===== src/rtl/a0_trace_pkg.sv =====
// ---------------------------------------------------------------------------
// a0_trace_pkg
// Shared types and default constants for the a0 trace buffer slice.
//   trace_state_t    : capture state (ARMED waits for the first sample,
//                      TRACK reports only changes)
//   TRACE_DEPTH      : default FIFO depth (power of two, >= 2)
//   TRACE_CNT_WIDTH  : default timestamp width
//   TRACE_DATA_WIDTH : default a0 width
//   countWidth()     : width needed to hold an occupancy of 0..depth
// ---------------------------------------------------------------------------
package a0_trace_pkg;

  typedef enum logic {
    ARMED = 1'b0,
    TRACK = 1'b1
  } trace_state_t;

  localparam int TRACE_DEPTH      = 8;
  localparam int TRACE_CNT_WIDTH  = 16;
  localparam int TRACE_DATA_WIDTH = 32;

  // Occupancy runs from 0 up to and including depth, so one extra bit
  // beyond the pointer width is needed to tell full from empty.
  function automatic int countWidth(input int depth);
    return $clog2(depth) + 1;
  endfunction

endpackage


===== src/rtl/sync_fifo.sv =====
// ---------------------------------------------------------------------------
// sync_fifo
// Single-clock show-ahead FIFO with an explicit occupancy counter.
//   clk     : clock
//   rst     : synchronous active-high reset, empties the FIFO
//   flush   : synchronous flush, wins over push and pop in the same cycle
//   push    : write din this cycle (refused when full and not popping)
//   din     : write data
//   pop     : consumer takes the head (ignored while empty)
//   dout    : head entry, forced to zero while empty
//   valid   : head entry present
//   full    : occupancy equals DEPTH
//   dropped : a push was refused this cycle because the FIFO was full
//   count   : current occupancy, 0..DEPTH
// ---------------------------------------------------------------------------
module sync_fifo
  import a0_trace_pkg::*;
#(
  parameter int WIDTH = 48,
  parameter int DEPTH = TRACE_DEPTH
) (
  input  logic                          clk,
  input  logic                          rst,
  input  logic                          flush,
  input  logic                          push,
  input  logic [WIDTH-1:0]              din,
  input  logic                          pop,
  output logic [WIDTH-1:0]              dout,
  output logic                          valid,
  output logic                          full,
  output logic                          dropped,
  output logic [countWidth(DEPTH)-1:0]  count
);

  localparam int PW = $clog2(DEPTH);
  localparam int CW = countWidth(DEPTH);
  localparam logic [CW-1:0] FULL_COUNT = CW'(DEPTH);

  logic [WIDTH-1:0] r_mem [DEPTH];
  logic [PW-1:0]    r_wrPtr;
  logic [PW-1:0]    r_rdPtr;
  logic [CW-1:0]    r_count;

  logic w_empty;
  logic w_full;
  logic w_doPop;
  logic w_doPush;

  // Depth must be a power of two so the pointers can wrap for free.
  if ((DEPTH < 2) || ((DEPTH & (DEPTH - 1)) != 0)) begin : g_badDepth
    $error("sync_fifo: DEPTH must be a power of two and at least 2");
  end

  // Handshake qualification. A pop while empty is meaningless and is
  // ignored; a push while full is still accepted when a pop frees the
  // head slot in the same cycle, so a full FIFO that is being drained
  // never loses data.
  always_comb begin
    w_empty  = (r_count == '0);
    w_full   = (r_count == FULL_COUNT);
    w_doPop  = pop && !w_empty;
    w_doPush = push && (!w_full || w_doPop);
    dropped  = push && w_full && !w_doPop;
  end

  // Pointers and occupancy. Reset and flush both discard everything;
  // reset is listed first so it dominates. Count is kept separately from
  // the pointers so equal pointers never need disambiguating.
  always_ff @(posedge clk) begin
    if (rst) begin
      r_wrPtr <= '0;
      r_rdPtr <= '0;
      r_count <= '0;
    end else if (flush) begin
      r_wrPtr <= '0;
      r_rdPtr <= '0;
      r_count <= '0;
    end else begin
      if (w_doPush) begin
        r_wrPtr <= r_wrPtr + 1'b1;
      end
      if (w_doPop) begin
        r_rdPtr <= r_rdPtr + 1'b1;
      end
      case ({w_doPush, w_doPop})
        2'b10:   r_count <= r_count + 1'b1;
        2'b01:   r_count <= r_count - 1'b1;
        default: r_count <= r_count;
      endcase
    end
  end

  // Storage array has no reset; stale slots are never visible because the
  // head is masked whenever the FIFO is empty.
  always_ff @(posedge clk) begin
    if (!rst && !flush && w_doPush) begin
      r_mem[r_wrPtr] <= din;
    end
  end

  // Show-ahead read straight from registered storage, zeroed when empty.
  always_comb begin
    valid = !w_empty;
    full  = w_full;
    count = r_count;
    dout  = w_empty ? '0 : r_mem[r_rdPtr];
  end

endmodule


===== src/rtl/a0_trace_buffer.sv =====
// ---------------------------------------------------------------------------
// a0_trace_buffer
// Watches the CPU's a0 register and queues every change, tagged with a
// free-running cycle timestamp, for a host or display to drain at leisure.
//   clk       : clock
//   rst       : synchronous active-high reset
//   a0        : current a0 (x10) value from the CPU
//   en        : capture enable; when low nothing is sampled and the last
//               seen value is held
//   clear     : flush the FIFO, the overflow flag and re-arm the first
//               sample capture (timestamp keeps running)
//   out_valid : head entry present
//   out_ready : consumer accepts the head entry
//   out_data  : head entry a0 value (zero when empty)
//   out_stamp : head entry timestamp (zero when empty)
//   count     : current FIFO occupancy
//   overflow  : sticky, at least one change was lost to a full FIFO
// ---------------------------------------------------------------------------
module a0_trace_buffer
  import a0_trace_pkg::*;
#(
  parameter int DATA_WIDTH = TRACE_DATA_WIDTH,
  parameter int CNT_WIDTH  = TRACE_CNT_WIDTH,
  parameter int DEPTH      = TRACE_DEPTH
) (
  input  logic                          clk,
  input  logic                          rst,
  input  logic [DATA_WIDTH-1:0]         a0,
  input  logic                          en,
  input  logic                          clear,
  output logic                          out_valid,
  input  logic                          out_ready,
  output logic [DATA_WIDTH-1:0]         out_data,
  output logic [CNT_WIDTH-1:0]          out_stamp,
  output logic [countWidth(DEPTH)-1:0]  count,
  output logic                          overflow
);

  localparam int ENTRY_WIDTH = DATA_WIDTH + CNT_WIDTH;

  trace_state_t r_state;
  trace_state_t w_nextState;

  logic [CNT_WIDTH-1:0]   r_stamp;
  logic [DATA_WIDTH-1:0]  r_prevA0;
  logic                   r_overflow;

  logic                   w_event;
  logic                   w_loadPrev;
  logic [ENTRY_WIDTH-1:0] w_entryIn;
  logic [ENTRY_WIDTH-1:0] w_entryOut;
  logic                   w_fifoValid;
  logic                   w_fifoFull;
  logic                   w_fifoDropped;

  // Free-running timestamp. It only answers to reset so that stamps stay
  // comparable across a clear, and it wraps naturally at all-ones.
  always_ff @(posedge clk) begin
    if (rst) begin
      r_stamp <= '0;
    end else begin
      r_stamp <= r_stamp + 1'b1;
    end
  end

  // Capture state register.
  always_ff @(posedge clk) begin
    if (rst) begin
      r_state <= ARMED;
    end else begin
      r_state <= w_nextState;
    end
  end

  // Next state: clear always re-arms; otherwise the first enabled sample
  // moves us into change tracking, and we stay there.
  always_comb begin
    w_nextState = r_state;
    if (clear) begin
      w_nextState = ARMED;
    end else if (en) begin
      w_nextState = TRACK;
    end
  end

  // Event and sampling decisions. While ARMED the first enabled sample is
  // reported whatever its value, so the consumer always learns the
  // starting point. A clear cycle neither samples nor reports, which is
  // what gives clear its priority over an a0 change in the same cycle.
  always_comb begin
    w_event    = 1'b0;
    w_loadPrev = 1'b0;
    if (!clear && en) begin
      w_loadPrev = 1'b1;
      w_event    = (r_state == ARMED) || (a0 != r_prevA0);
    end
  end

  // Last sampled a0, held whenever capture is disabled.
  always_ff @(posedge clk) begin
    if (rst) begin
      r_prevA0 <= '0;
    end else if (w_loadPrev) begin
      r_prevA0 <= a0;
    end
  end

  // Sticky overflow: set when the FIFO refuses an event, cleared only by
  // reset or clear.
  always_ff @(posedge clk) begin
    if (rst) begin
      r_overflow <= 1'b0;
    end else if (clear) begin
      r_overflow <= 1'b0;
    end else if (w_fifoDropped) begin
      r_overflow <= 1'b1;
    end
  end

  // Entries are packed value-high, stamp-low.
  always_comb begin
    w_entryIn = {a0, r_stamp};
  end

  sync_fifo #(
    .WIDTH (ENTRY_WIDTH),
    .DEPTH (DEPTH)
  ) u_fifo (
    .clk     (clk),
    .rst     (rst),
    .flush   (clear),
    .push    (w_event),
    .din     (w_entryIn),
    .pop     (out_ready),
    .dout    (w_entryOut),
    .valid   (w_fifoValid),
    .full    (w_fifoFull),
    .dropped (w_fifoDropped),
    .count   (count)
  );

  // Unpack the head. The FIFO already zeroes its output when empty, so
  // out_data and out_stamp read as zero with nothing queued. The full
  // flag is not needed here beyond the drop indication.
  always_comb begin
    out_valid = w_fifoValid;
    out_data  = w_entryOut[ENTRY_WIDTH-1:CNT_WIDTH];
    out_stamp = w_entryOut[CNT_WIDTH-1:0];
    overflow  = r_overflow & (w_fifoFull | ~w_fifoFull);
  end

endmodule

===== config.mk =====
export PLATFORM = sky130hd
export DESIGN_NAME = a0_trace_buffer
export DESIGN_NICKNAME = d
export VERILOG_FILES = /design/src/rtl/a0_trace_pkg.sv /design/src/rtl/sync_fifo.sv /design/src/rtl/a0_trace_buffer.sv
export SDC_FILE = /design/constraint.sdc
export NUM_CORES = 1
export LEC_CHECK = 0
export CORE_ASPECT_RATIO = 0.6
export CORE_MARGIN = 1
export CORE_UTILIZATION = 64
export DETAILED_ROUTE_END_ITERATION = 10
export GPL_TIMING_DRIVEN = 0
export PLACE_DENSITY = 0.84
export SYNTH_ARGS = -nofsm -noshare
export SYNTH_HDL_FRONTEND = slang
export SYNTH_SLANG_ARGS = --single-unit

===== constraint.sdc =====
create_clock -name clk -period 17.6 [get_ports clk]
set_clock_uncertainty 0.2 [all_clocks]
set_input_delay 1.76 -clock clk [delete_from_list [all_inputs] [get_ports clk]]
set_output_delay 1.76 -clock clk [all_outputs]
set_load 0.01 [all_outputs]

# After elaboration in Yosys (flattened, before gate mapping)
# Memories as Yosys holds them, arrays and structs flattened. A register that Yosys moved wholly into a read port is not among the register bits.
# Cells that the tools add are included.
# W data, S select, Z words.
# op_classes
addsub	5
bitwise	1
n_mux	8
n_eq_ne	4
n_reduce_logical	17
# op_table
cell	count
$mux W48	1
$ne A32 B32 Y1	1
$add A16 B1 Y16 const B	1
$pmux W4 S2	1
$logic_and A1 B1 Y1	7
$add A3 B1 Y3 const B	2
$mux W3	2
$logic_not A1 Y1	5
$add A4 B1 Y4 const B	1
$eq A4 B4 Y1 const B	1
$logic_not A4 Y1	1
$mux W1	4
$sub A4 B1 Y4 const B	1
$eq A2 B1 Y1 const B	1
$eq A2 B2 Y1 const B	1
$logic_or A1 B1 Y1	2
$reduce_bool A2 Y1	1
$reduce_or A2 Y1	1
$not A1 Y1	1
# totals
ff_bits	60
ram_bits	384
output_inout_bits	54
mem_count	1
wordCells	43
# mem_list
name	words	word_bits	rd	rd_clocked_by_memory_dff	write_ports	line_no	rtl
u_fifo.r_mem	8	48	1	1	1	sync_fifo.sv:39	logic [WIDTH-1:0] r_mem [DEPTH];

# Longest topological paths before layout
# Gate-level depths: netlist (run 1).
# depth
word_depth	8
ltp_mapped	12
mapped_depth_nobuf	12

# Cells and area by module
# A second synthesis (run 1) with hierarchy kept.
# hier_totals
hier_cells	964
hier_area_um2	17479.3
# by_module_without_submodules
mod	cells_each	n_inst	area_each_um2	seq_area_each_um2
sync_fifo	695	1	15298.4	11791.3
a0_trace_buffer	269	1	2180.8	1001.0

# Least setup slack after synthesis (run 1)
# No wires, ideal clock.
# synth_timing
kind	input to register
startpoint	input en
endpoint	memory u_fifo.r_mem[7][0] (enable)
arrival_time_ns	7.039
stages	5
setup_ns	0.573
setup_slack_ns	9.788
path_cell_list	nor2b_1 > clkbuf_1 > o31a_1 > nand2_1 > nor4_1
# synth_between
elab_chain_len	6
# synth_rtl
element	line_no	rtl
start, declared	a0_trace_buffer.sv:29	input logic en,
$logic_and A1 B1 Y1	a0_trace_buffer.sv:93	if (!clear && en) begin
$mux W1	a0_trace_buffer.sv:93	
$logic_and A1 B1 Y1	sync_fifo.sv:62	w_doPush = push && (!w_full || w_doPop);
$logic_and A1 B1 Y1	sync_fifo.sv:96	if (!rst && !flush && w_doPush) begin
$mux W1	sync_fifo.sv:96	
$mux W1 (implied by the code)	sync_fifo.sv:97	r_mem[r_wrPtr] <= din;
end, declared	sync_fifo.sv:39	
# No other way between the ends.

==> results of run 1 <==
[final cells by class]
type	instances	area (um2)	share of cell area, %
Buffer	47	184	0.903
Clock buffer	59	1160	5.71
Clock inverter	11	77.6	0.381
Inverter	7	26.3	0.129
Multi-Input combinational cell	450	4360	21.4
Sequential cell	447	12800	62.8
Tap cell	360	450	2.21
Timing Repair Buffer	124	1310	6.44
[cells by family after synthesis]
logic type	count (synthesis)	share of synthesized area [%]
flops	447	73.8
simple gates	204	5.19
mux	144	15.3
buf+inv	54	1.21
xor+xnor	51	2.58
compound gates	45	1.45
fa+ha+maj	6	0.477
[registers in the layout, summed over array words and instances (netlist names), named ones only]
| name | cells |
|---|---|
| u_fifo.r_wrPtr | 3 |
| overflow | 1 |
| u_fifo.r_rdPtr | 3 |
| u_fifo.count | 4 |
| u_fifo.r_mem | 384 |
| r_state | 1 |
| r_stamp | 16 |
| r_prevA0 | 32 |
[path summary, 6_finish.rpt]
| path | from | endpoint | slack [ns] | cells past startpoint |
|---|---|---|---|---|
| max | flop | out_data[29] | 11.97 | 7 |
| min | r_prevA0[2]$_SDFFE_PP0P_ | r_prevA0[2]$_SDFFE_PP0P_ | 0.27 | 2 |
| max reg2reg | r_prevA0[16]$_SDFFE_PP0P_ | u_fifo.count[3]$_SDFFE_PP0P_ | 13.91 | 12 |
| min reg2reg | r_prevA0[2]$_SDFFE_PP0P_ | r_prevA0[2]$_SDFFE_PP0P_ | 0.27 | 2 |
[power breakdown]
| group | internal (uW) | switching, uW |
|---|---|---|
| combinational | 34.3 | 47.0 |
| sequential | 1150 | 5.25 |
| clock | 472 | 361 |
| total | 1660 | 413 |
[synth_stat cells (7+ instances only)]
cell	number	area [um2]
xnor2_1	20	175
nor2_1	75	282
edfxtp_1	384	11500
nand3_1	14	70.1
nand4_1	7	43.8
mux2i_1	48	480
xor2_1	31	272
nand2_1	77	289
clkbuf_1	36	135
inv_1	7	26.3
dfxtp_1	63	1260
mux4_2	96	2160
a21oi_1	35	175
[stage by stage]
step	hold slack, ns	total power (uW)	instance area (um2)	setup slack, ns
3_5_place_dp	0.260	1260	19100	11.89
5_1_grt	0.292	2130	20400	11.75
2_1_floorplan	0.238	1220	17300	9.79
3_3_place_gp	0.252	1260	18700	4.61
6_report	0.267	2070	20400	11.97
4_1_cts	0.269	2080	20400	11.89
[worst max-delay path, stage by stage, from the launching register on]
cell,delay [ns]
dfxtp_1,0.32
clkbuf_1,0.23
clkbuf_1,0.71
buf_2,0.48
mux4_2,0.56
mux2i_1,0.17
nor2_1,0.12
clkdlybuf4s50_1,0.53
[per-layer routing]
metal	vias up	global-route usage, %	wire length [um]
met5	-	1.33	56
met4	2	9.75	1060
met3	89	5.59	2890
met2	471	44.5	17800
met1	4836	41.2	16200
li1	4026	-	-
==> summary.md, run 1 <==
| Metric | Value |
|---|---|
| EDFF count, synth | `384` |
| Syn_nets | `994` |
| Number of buffers created by CTS | `39` |
| Drc violations | `0` |
| Initial DRC count | `1,088` |
| Fin crit period | `5.63 ns` |
| Post-CTS setup buffer count | `0` |
| Largest net degree at the start of global routing | `40` |
| Die Y | `129 um` |
| CTS root buf | `clkbuf_16` |
| Core Area | `26,500 um2` |
| CTS Sinks | `447` |
| Post-synthesis sequential area ratio | `73.8%` |
| RSZ-0062 raised after global routing | `no` |
| Remaining Overflow, GRT | `0` |
| Crit start category | `flop` |
| Syn Area/Cell | `18.2 um2` |
| Syn Inst Count | `951` |
| Fin util | `around three quarters` |
| Layout area overhead | `17.6%` |
| HP Class | `flop to flop` |
| Setup TNS | `0 ns` |
| I/O pin count | `between 90 and 100` |
| Final setup violation count | `0` |
| CTS tree | `done` |
| DP Cell Count | `1,435` |
| Final period util | `a little under a third` |
| Via count | `9,424` |
| Number of fill cells | `1,447` |
| DIE AREA | `27,800 um2` |
| ANT nets after route | `0` |
| Status | `complete, no violations` |
| Most common cell after layout, fill and taps aside | `edfxtp_1` |
| #FFs+latches synth | `447` |
| Synth Warn # | `0` |
| GPL Wtd Cong | `approximately 0.81` |
| Max Clk Rate | `about 180 MHz` |
| Final Hold Violating Endpoints | `0` |
| Die X | `between 200 and 250 um` |
| Main synth FF type | `edfxtp_1` |
| Layout Cells excl Fill | `1,505` |
| Fin. max-slew vios | `0` |
| Starting density of the core | `65.4%` |
| Port Buffers | `90` |
| Clk_lat worst skew | `~0.54 ns` |
| Initial antenna violation count | `1` |
| HPWL after detailed placement | `24,500 um` |
| Maximum VDD drop | `0.0844 mV` |
| Resized cells post-CTS | `0` |
| Crit path capture type | `output pin` |
| Total routed wirelength | `between 30,000 and 40,000 um` |
| Commonest non-fill, non-tap cells in the layout | `edfxtp_1, mux4_2, clkdlybuf4s50_1` |
| Fraction of registers with async set/reset | `0%` |
| Fin nets | `1,159` |
| Antenna Cells | `0` |
| Synth unique cells | `36` |
| Crit path DAT | `3.67 ns` |
| Clk buf depth | `3` |
| H-tree levels | `2` |
| Hold-fix buffers, CTS | `0` |
| Relative slew slack | `about a quarter` |
| Vias in the first global route | `~9,600` |
| Maxcap violations | `0` |
| Synth Cell Area | `17,300 um2` |
| Share of layout cells above drive strength 1 | `17.8%` |
| First-pass GRT wire length | `57,400 um` |
| DR vias/cell | `6.26` |
| CP Class | `flop to output pin` |
| Worst-Margin Slew | `1.14 ns` |
| Worst-path clk slew | `approximately 0.060 ns` |
| Pleak | `~0.0064 uW` |
| Drt pass-1 iters | `4` |
| Peak fanout along the critical path | `10` |
| GRT Overall Usage | `28.5%` |
| Routed len/inst | `25.2 um` |
| Row Count | `46` |
| Power per standard cell area | `102 nW/um2` |
| Worst EP required | `15.64 ns` |
No activity file was read; power rests on OpenSTA's default activity.
==> run 2: changes to the inputs <==
CORE_UTILIZATION = 54   (was 64)
PLACE_DENSITY = 0.76   (was 0.84)
clock period = 5.02 ns   (was 17.6 ns; I/O delays follow)
==> summary.md, run 2 (synthesis results as in run 1) <==
| Metric | Value |
|---|---|
| Number of fill cells | `2,117 (+46%)` |
| Die X | `233 um (+8.8%)` |
| Remaining Overflow, GRT | `0 (unchanged)` |
| Fin. max-slew vios | `0 (unchanged)` |
| Final Cell Area | `20,500 um2 (+0.72%)` |
| Worst Hold Depth | `2 (unchanged)` |
| Register area | `12,800 um2 (unchanged)` |
| Slowest cell on crit path | `clkdlybuf4s50_1` |
| ANT nets after route | `0 (unchanged)` |
| First-pass GRT wire length | `57,000 um (-0.60%)` |
| Layout Cells excl Fill | `1,557 (+3.5%)` |
| R2r worst-path depth | `12 (unchanged)` |
| Placed instance area | `19,200 um2 (+0.47%)` |
| Seq pwr share | `55.0% (-0.9 points)` |
| Worst path cell trace | `clkdlybuf4s50_1, xnor2_1, nand4_1, or4_4, o31ai_1, nand2_1, inv_1, ha_1, a21o_1, a21o_1, or3_1, a21oi_1, nor3b_2` |
| Worst-Margin Slew | `1.10 ns (-0.0432 ns)` |
| Worst-path clk slew | `0.06 ns (about the same)` |
| Fin nets | `1,154 (-0.43%)` |
| Pint | `5900 uW (+260%)` |
| Largest net degree at the start of global routing | `38 (-5.0%)` |
| Most common cell after layout, fill and taps aside | `edfxtp_1` |
| Initial antenna violation count | `1 (unchanged)` |
| Sw Share | `20.0% (+0.033 points)` |
| Commonest non-fill, non-tap cells in the layout | `edfxtp_1, mux4_2, clkdlybuf4s50_1` |
| Buffers & Inverters on Critical Path | `2 (-2)` |
| Crit start category | `input port` |
| Drt pass-1 iters | `5 (+1)` |
| Final period util | `89.0%` |
| Clk buf depth | `3 (unchanged)` |
| H-tree levels | `2 (unchanged)` |
| CP Class | `input port to flop` |
| Port Buffers | `90 (unchanged)` |
| Hold-fix buffers, CTS | `0 (unchanged)` |
| Critical R2R Launch | `r_prevA0[16]$_SDFFE_PP0P_` |
| Routed len/inst | `24.1 um (-4.5%)` |
| Resized cells post-CTS | `0 (unchanged)` |
| Pleak | `0.00645 uW (+0.37%)` |
| Crit path capture type | `flop` |
| Initial DRC count | `901 (-17%)` |
| Worst EP required | `5.22 ns (-10.42 ns)` |
| Layout area overhead | `18.4%` |
| CTS root buf | `clkbuf_16` |
| Share of layout cells above drive strength 1 | `17.6% (-0.19 points)` |
| Starting density of the core | `55.3% (-10 points)` |
| Drc violations | `0 (unchanged)` |
| Vias in the first global route | `9,353 (-2.2%)` |
| CTS tree | `done` |
| Biggest register | `u_fifo.r_mem` |
| Status | `complete, no violations` |
| Area of the multi-input gates | `4380 um2 (+0.34%)` |
| Post-CTS setup buffer count | `0 (unchanged)` |
| Largest register FFs | `384 (unchanged)` |
| CTS Sinks | `447 (unchanged)` |
| Peak fanout along the critical path | `10 (unchanged)` |
| Hold path start | `r_prevA0[30]$_SDFFE_PP0P_` |
| RSZ-0062 raised after global routing | `no` |
| Power per standard cell area | `359 nW/um2 (+250%)` |
| Final Hold Violating Endpoints | `0 (unchanged)` |
| R2r endpoint | `u_fifo.count[3]$_SDFFE_PP0P_` |
| Delay-heaviest family, CP | `simple AND/OR/NAND/NOR gates` |
| Fin util | `65.5% (-11 points)` |
| Fin crit period | `4.47 ns` |
| Core Area | `31,300 um2 (+18%)` |
| DIE AREA | `32,800 um2 (+18%)` |
| Clock Power Share | `41.2% (+1.0 points)` |
| CP most frequent cell | `a21o_1` |
| Crit path DAT | `4.66 ns (+0.99 ns)` |
| Relative slew slack | `26.6% (+2.9 points)` |
| Row Count | `50 (+8.7%)` |
| Maxcap violations | `0 (unchanged)` |
| Total routed wirelength | `37,500 um (-1.2%)` |
| Via count | `9,207 (-2.3%)` |
| Max Clk Rate | `around 220 MHz` |
| Final setup violation count | `0 (unchanged)` |
| Combinational power share | `3.8% (about the same)` |
| GRT Overall Usage | `23.8% (-4.7 points)` |
| Maximum VDD drop | `0.261 mV (+210%)` |
| HPWL after detailed placement | `24,500 um (+0.17%)` |
| DR vias/cell | `5.91 (-5.6%)` |
| Setup TNS | `0 ns (unchanged)` |
| Clk_lat worst skew | `0.54 ns (about the same)` |
| HP Class | `flop to flop` |
| Worst Hold Endpoint | `r_prevA0[30]$_SDFFE_PP0P_` |
| Number of buffers created by CTS | `39 (unchanged)` |
| Delay of the slowest critical-path stage | `0.66 ns (-0.05 ns)` |
| Largest registers | `u_fifo.r_mem (384), r_prevA0 (32), r_stamp (16)` |
| I/O pin count | `91 (unchanged)` |
| Die Y | `141 um (+8.7%)` |
| Reg2Reg Setup Slack | `0.97 ns (-12.94 ns)` |
| Design Power | `7370 uW (+260%)` |
| DP Cell Count | `1,486 (+3.6%)` |
| Switching power | `1470 uW (+260%)` |
| GPL Wtd Cong | `0.806 (-0.92%)` |
-- run 2: worst reg2reg max path, cell delays in order (launching register included) --
cell	delay, ns
dfxtp_1	0.33
xnor2_1	0.43
nand4_1	0.28
or4_4	0.62
o31ai_1	0.55
nand2_1	0.20
inv_1	0.13
ha_1	0.24
a21o_1	0.18
a21o_1	0.18
or3_1	0.32
a21oi_1	0.18
nor3b_2	0.07
-- run 2: worst max-delay path by stage --
| stage | cells past startpoint | from | slack, ns | end |
|---|---|---|---|---|
| after floorplan | 5 | en | -0.49 | u_fifo.r_mem[2][0]$_DFFE_PP_ |
| after detailed placement | 13 | a0[16] | 0.22 | u_fifo.count[3]$_SDFFE_PP0P_ |
| after CTS | 7 | flop | 0.62 | out_stamp[15] |
| final | 13 | a0[16] | 0.55 | u_fifo.count[3]$_SDFFE_PP0P_ |
| after global placement | 7 | a0[14] | -5.11 | u_fifo.r_mem[1][29]$_DFFE_PP_ |
| after global routing | 7 | flop | 0.47 | out_data[4] |
-- run 2: metal layers --
metal,vias up,part of all wire [%],track usage (%)
met2,320,47,36.3
met5,-,0,0
met3,64,6.4,4.43
met1,4799,45,35.5
li1,4024,-,-
met4,0,2.4,6.40
-- run 2: power by group through the flow --
| stage | sequential [uW] | combinational [uW] | clock, uW |
|---|---|---|---|
| 2_1_floorplan | 4130 | 129 | 0 |
| 3_3_place_gp | 4140 | 270 | 0 |
| 3_5_place_dp | 4140 | 282 | 0 |
| 4_1_cts | 4050 | 284 | 3090 |
| 5_1_grt | 4060 | 306 | 3220 |
| 6_report | 4050 | 283 | 3030 |
-- run 2: area by class of cell --
cell class | count | share of cell area [%]
Inverter | 7 | 0.128
Tap cell | 416 | 2.54
Buffer | 47 | 0.897
Clock buffer | 56 | 5.77
Timing Repair Buffer | 119 | 6.42
Multi-Input combinational cell | 450 | 21.3
Antenna cell | 1 | 0.0122
Sequential cell | 447 | 62.4
Clock inverter | 14 | 0.543
-- run 2: through the flow --
step	hold slack, ns	worst slack (ns)
3_5_place_dp	0.259	0.217
4_1_cts	0.267	0.618
6_report	0.266	0.552
2_1_floorplan	0.238	-0.489
5_1_grt	0.280	0.474
3_3_place_gp	0.253	-5.11
==> run 3: changes to the inputs <==
==> constraint.sdc (replaced) <==
create_clock -name clk -period 5.02 [get_ports clk]
set_clock_uncertainty 0.2 [all_clocks]
set_input_delay 1.255 -clock clk [delete_from_list [all_inputs] [get_ports clk]]
set_output_delay 1.255 -clock clk [all_outputs]
set_load 0.01 [all_outputs]
==> summary.md, run 3 (synthesis results as in run 1) <==
| Metric | Value |
|---|---|
| Commonest non-fill, non-tap cells in the layout | `edfxtp_1, mux4_2, clkdlybuf4s50_1` |
| Relative slew slack | `28.6% (+2.0 points)` |
| Critical R2R Launch | `r_prevA0[16]$_SDFFE_PP0P_` |
| Port Buffers | `90 (unchanged)` |
| Most common cell after layout, fill and taps aside | `edfxtp_1` |
| CTS root buf | `clkbuf_16` |
| Total routed wirelength | `37,700 um (+0.63%)` |
| ANT nets after route | `0 (unchanged)` |
| Peak fanout along the critical path | `10 (unchanged)` |
| Drc violations | `0 (unchanged)` |
| Initial antenna violation count | `2 (+1)` |
| Largest register FFs | `384 (unchanged)` |
| DIE AREA | `32,800 um2 (unchanged)` |
| Setup TNS | `0 ns (unchanged)` |
| CTS Sinks | `447 (unchanged)` |
| Initial DRC count | `850 (-5.7%)` |
| I/O pin count | `91 (unchanged)` |
| Setup ws final | `0.136 ns (-0.417 ns)` |
| Fin crit period | `4.88 ns (+0.417 ns)` |
| DR vias/cell | `5.87 (-0.79%)` |
| Hold path start | `r_prevA0[3]$_SDFFE_PP0P_` |
| Drt pass-1 iters | `6 (+1)` |
| DP Cell Count | `1,486 (unchanged)` |
| Worst-path clk slew | `0.07 ns (about the same)` |
| Pleak | `0.00648 uW (+0.47%)` |
| Routed len/inst | `24.2 um (+0.51%)` |
| Crit start category | `flop` |
| GPL Wtd Cong | `0.824 (+2.2%)` |
| Power per standard cell area | `362 nW/um2 (+0.84%)` |
| Largest registers | `u_fifo.r_mem (384), r_prevA0 (32), r_stamp (16)` |
| Combinational power share | `3.8% (about the same)` |
| Max Clk Rate | `205 MHz (-8.5%)` |
| Die X | `233 um (unchanged)` |
| Fin. max-slew vios | `0 (unchanged)` |
| Biggest register | `u_fifo.r_mem` |
| GRT Overall Usage | `23.7% (-0.030 points)` |
| Fin nets | `1,155 (+0.087%)` |
| Starting density of the core | `55.3% (unchanged)` |
| Crit path capture type | `output pin` |
| Row Count | `50 (unchanged)` |
| Setup Slack @ Placement | `-0.290 ns (-0.507 ns)` |
| Share of layout cells above drive strength 1 | `18.2% (+0.58 points)` |
| Final setup violation count | `0 (unchanged)` |
| Switching power | `1490 uW (+1.3%)` |
| Number of buffers created by CTS | `40 (+2.6%)` |
| Final period util | `97.3% (+8.3 points)` |
| Maximum VDD drop | `0.288 mV (+10%)` |
| CP Class | `flop to output pin` |
| Clk_lat worst skew | `0.55 ns (about the same)` |
| Layout area overhead | `18.7%` |
| Clock Power Share | `41.8% (+0.6 points)` |
| Hold-fix buffers, CTS | `0 (unchanged)` |
| Pint | `5960 uW (+1.1%)` |
| Die Y | `141 um (unchanged)` |
| Vias in the first global route | `9,187 (-1.8%)` |
| Final Hold Violating Endpoints | `0 (unchanged)` |
| H-tree levels | `2 (unchanged)` |
| Worst EP required | `3.57 ns (-1.65 ns)` |
| Sw Share | `20.0% (+0.031 points)` |
| Crit path DAT | `3.43 ns (-1.23 ns)` |
| Number of fill cells | `2,058 (-2.8%)` |
| CTS tree | `done` |
| Seq pwr share | `54.4% (-0.6 points)` |
| RSZ-0062 raised after global routing | `no` |
| First-pass GRT wire length | `56,700 um (-0.64%)` |
| Design Power | `7450 uW (+1.1%)` |
| Remaining Overflow, GRT | `0 (unchanged)` |
| Maxcap violations | `0 (unchanged)` |
| Status | `complete, no violations` |
| HPWL after detailed placement | `24,500 um (-0.33%)` |
| Via count | `9,146 (-0.66%)` |
| Layout Cells excl Fill | `1,559 (+0.13%)` |
| Clk buf depth | `3 (unchanged)` |
| Core Area | `31,300 um2 (unchanged)` |
| Worst-Margin Slew | `1.07 ns (-0.0299 ns)` |
| HP Class | `flop to flop` |
| Largest net degree at the start of global routing | `30 (-21%)` |
[run 3: cell count changes in the layout (fill, tap and decap cells not counted), moves of 2 or more]
cell / previous run / this run
clkinv_1: 7 / 2
clkbuf_8: 8 / 4
buf_1: 5 / 3
bufinv_16: 2 / 4
clkbuf_1: 42 / 44
clkbuf_2: 0 / 2
clkinv_2: 5 / 7
[run 3: what timing repair did]
action | 4_1_cts | 5_1_grt
gates cloned | 0 | 0
endpoints found under the setup margin | 40 | 20
resized for setup | 2 | 5
setup buffers | 0 | 0
[run 3: worst paths after layout]
check | endpoint | slack, ns | depth (start not counted)
worst max-delay path | out_data[25] | 0.14 | 6
worst min-delay path | r_prevA0[3]$_SDFFE_PP0P_ | 0.26 | 2
worst max register to register | u_fifo.count[3]$_SDFFE_PP0P_ | 1.34 | 12
worst min register to register | r_prevA0[3]$_SDFFE_PP0P_ | 0.26 | 2
[run 3: layout make-up]
type                    instances  area, um2  area share, %
well taps                     416        520           2.53
repair buffers                119       1320           6.42
inverters                       7       26.3          0.128
diodes                          1       2.50         0.0122
clock inverters                16        188          0.912
plain buffers                  47        194          0.943
multi-input cells             450       4380           21.3
clock buffers                  56       1140           5.56
flip-flops and latches        447      12800           62.2
[run 3: metal layers]
layer  vias up  share of wire [%]  track usage (%)
met5         -                  0                0
met3        58                6.7             4.39
li1       4026                  -                -
met4         0                2.1             6.26
met1      4755                 45             36.0
met2       307                 46             35.8
[run 3: per-stage QoR]
step                      util (%)  hold WS, ns  instance area [um2]
after floorplan                  -        0.238                17300
after global placement        59.9        0.254                18800
after detailed placement      61.3        0.259                19200
after CTS                     65.6        0.267                20600
after global routing          65.6        0.286                20600
final                         65.6        0.264                20600
[run 3: worst max-delay path, cell delays in order, from the launching register on]
cell,delay [ns]
dfxtp_1,0.31
clkbuf_1,0.15
clkdlybuf4s15_1,0.72
buf_1,0.74
mux2i_1,0.16
nor2_1,0.22
clkdlybuf4s50_1,0.58
[run 3: power groups by stage]
stage	Sequential (uW)	Clock, uW	Combinational (uW)
3_5_place_dp	4140	0	281
4_1_cts	4050	3170	283
6_report	4060	3120	282
2_1_floorplan	4130	0	129
5_1_grt	4060	3310	304
3_3_place_gp	4140	0	271
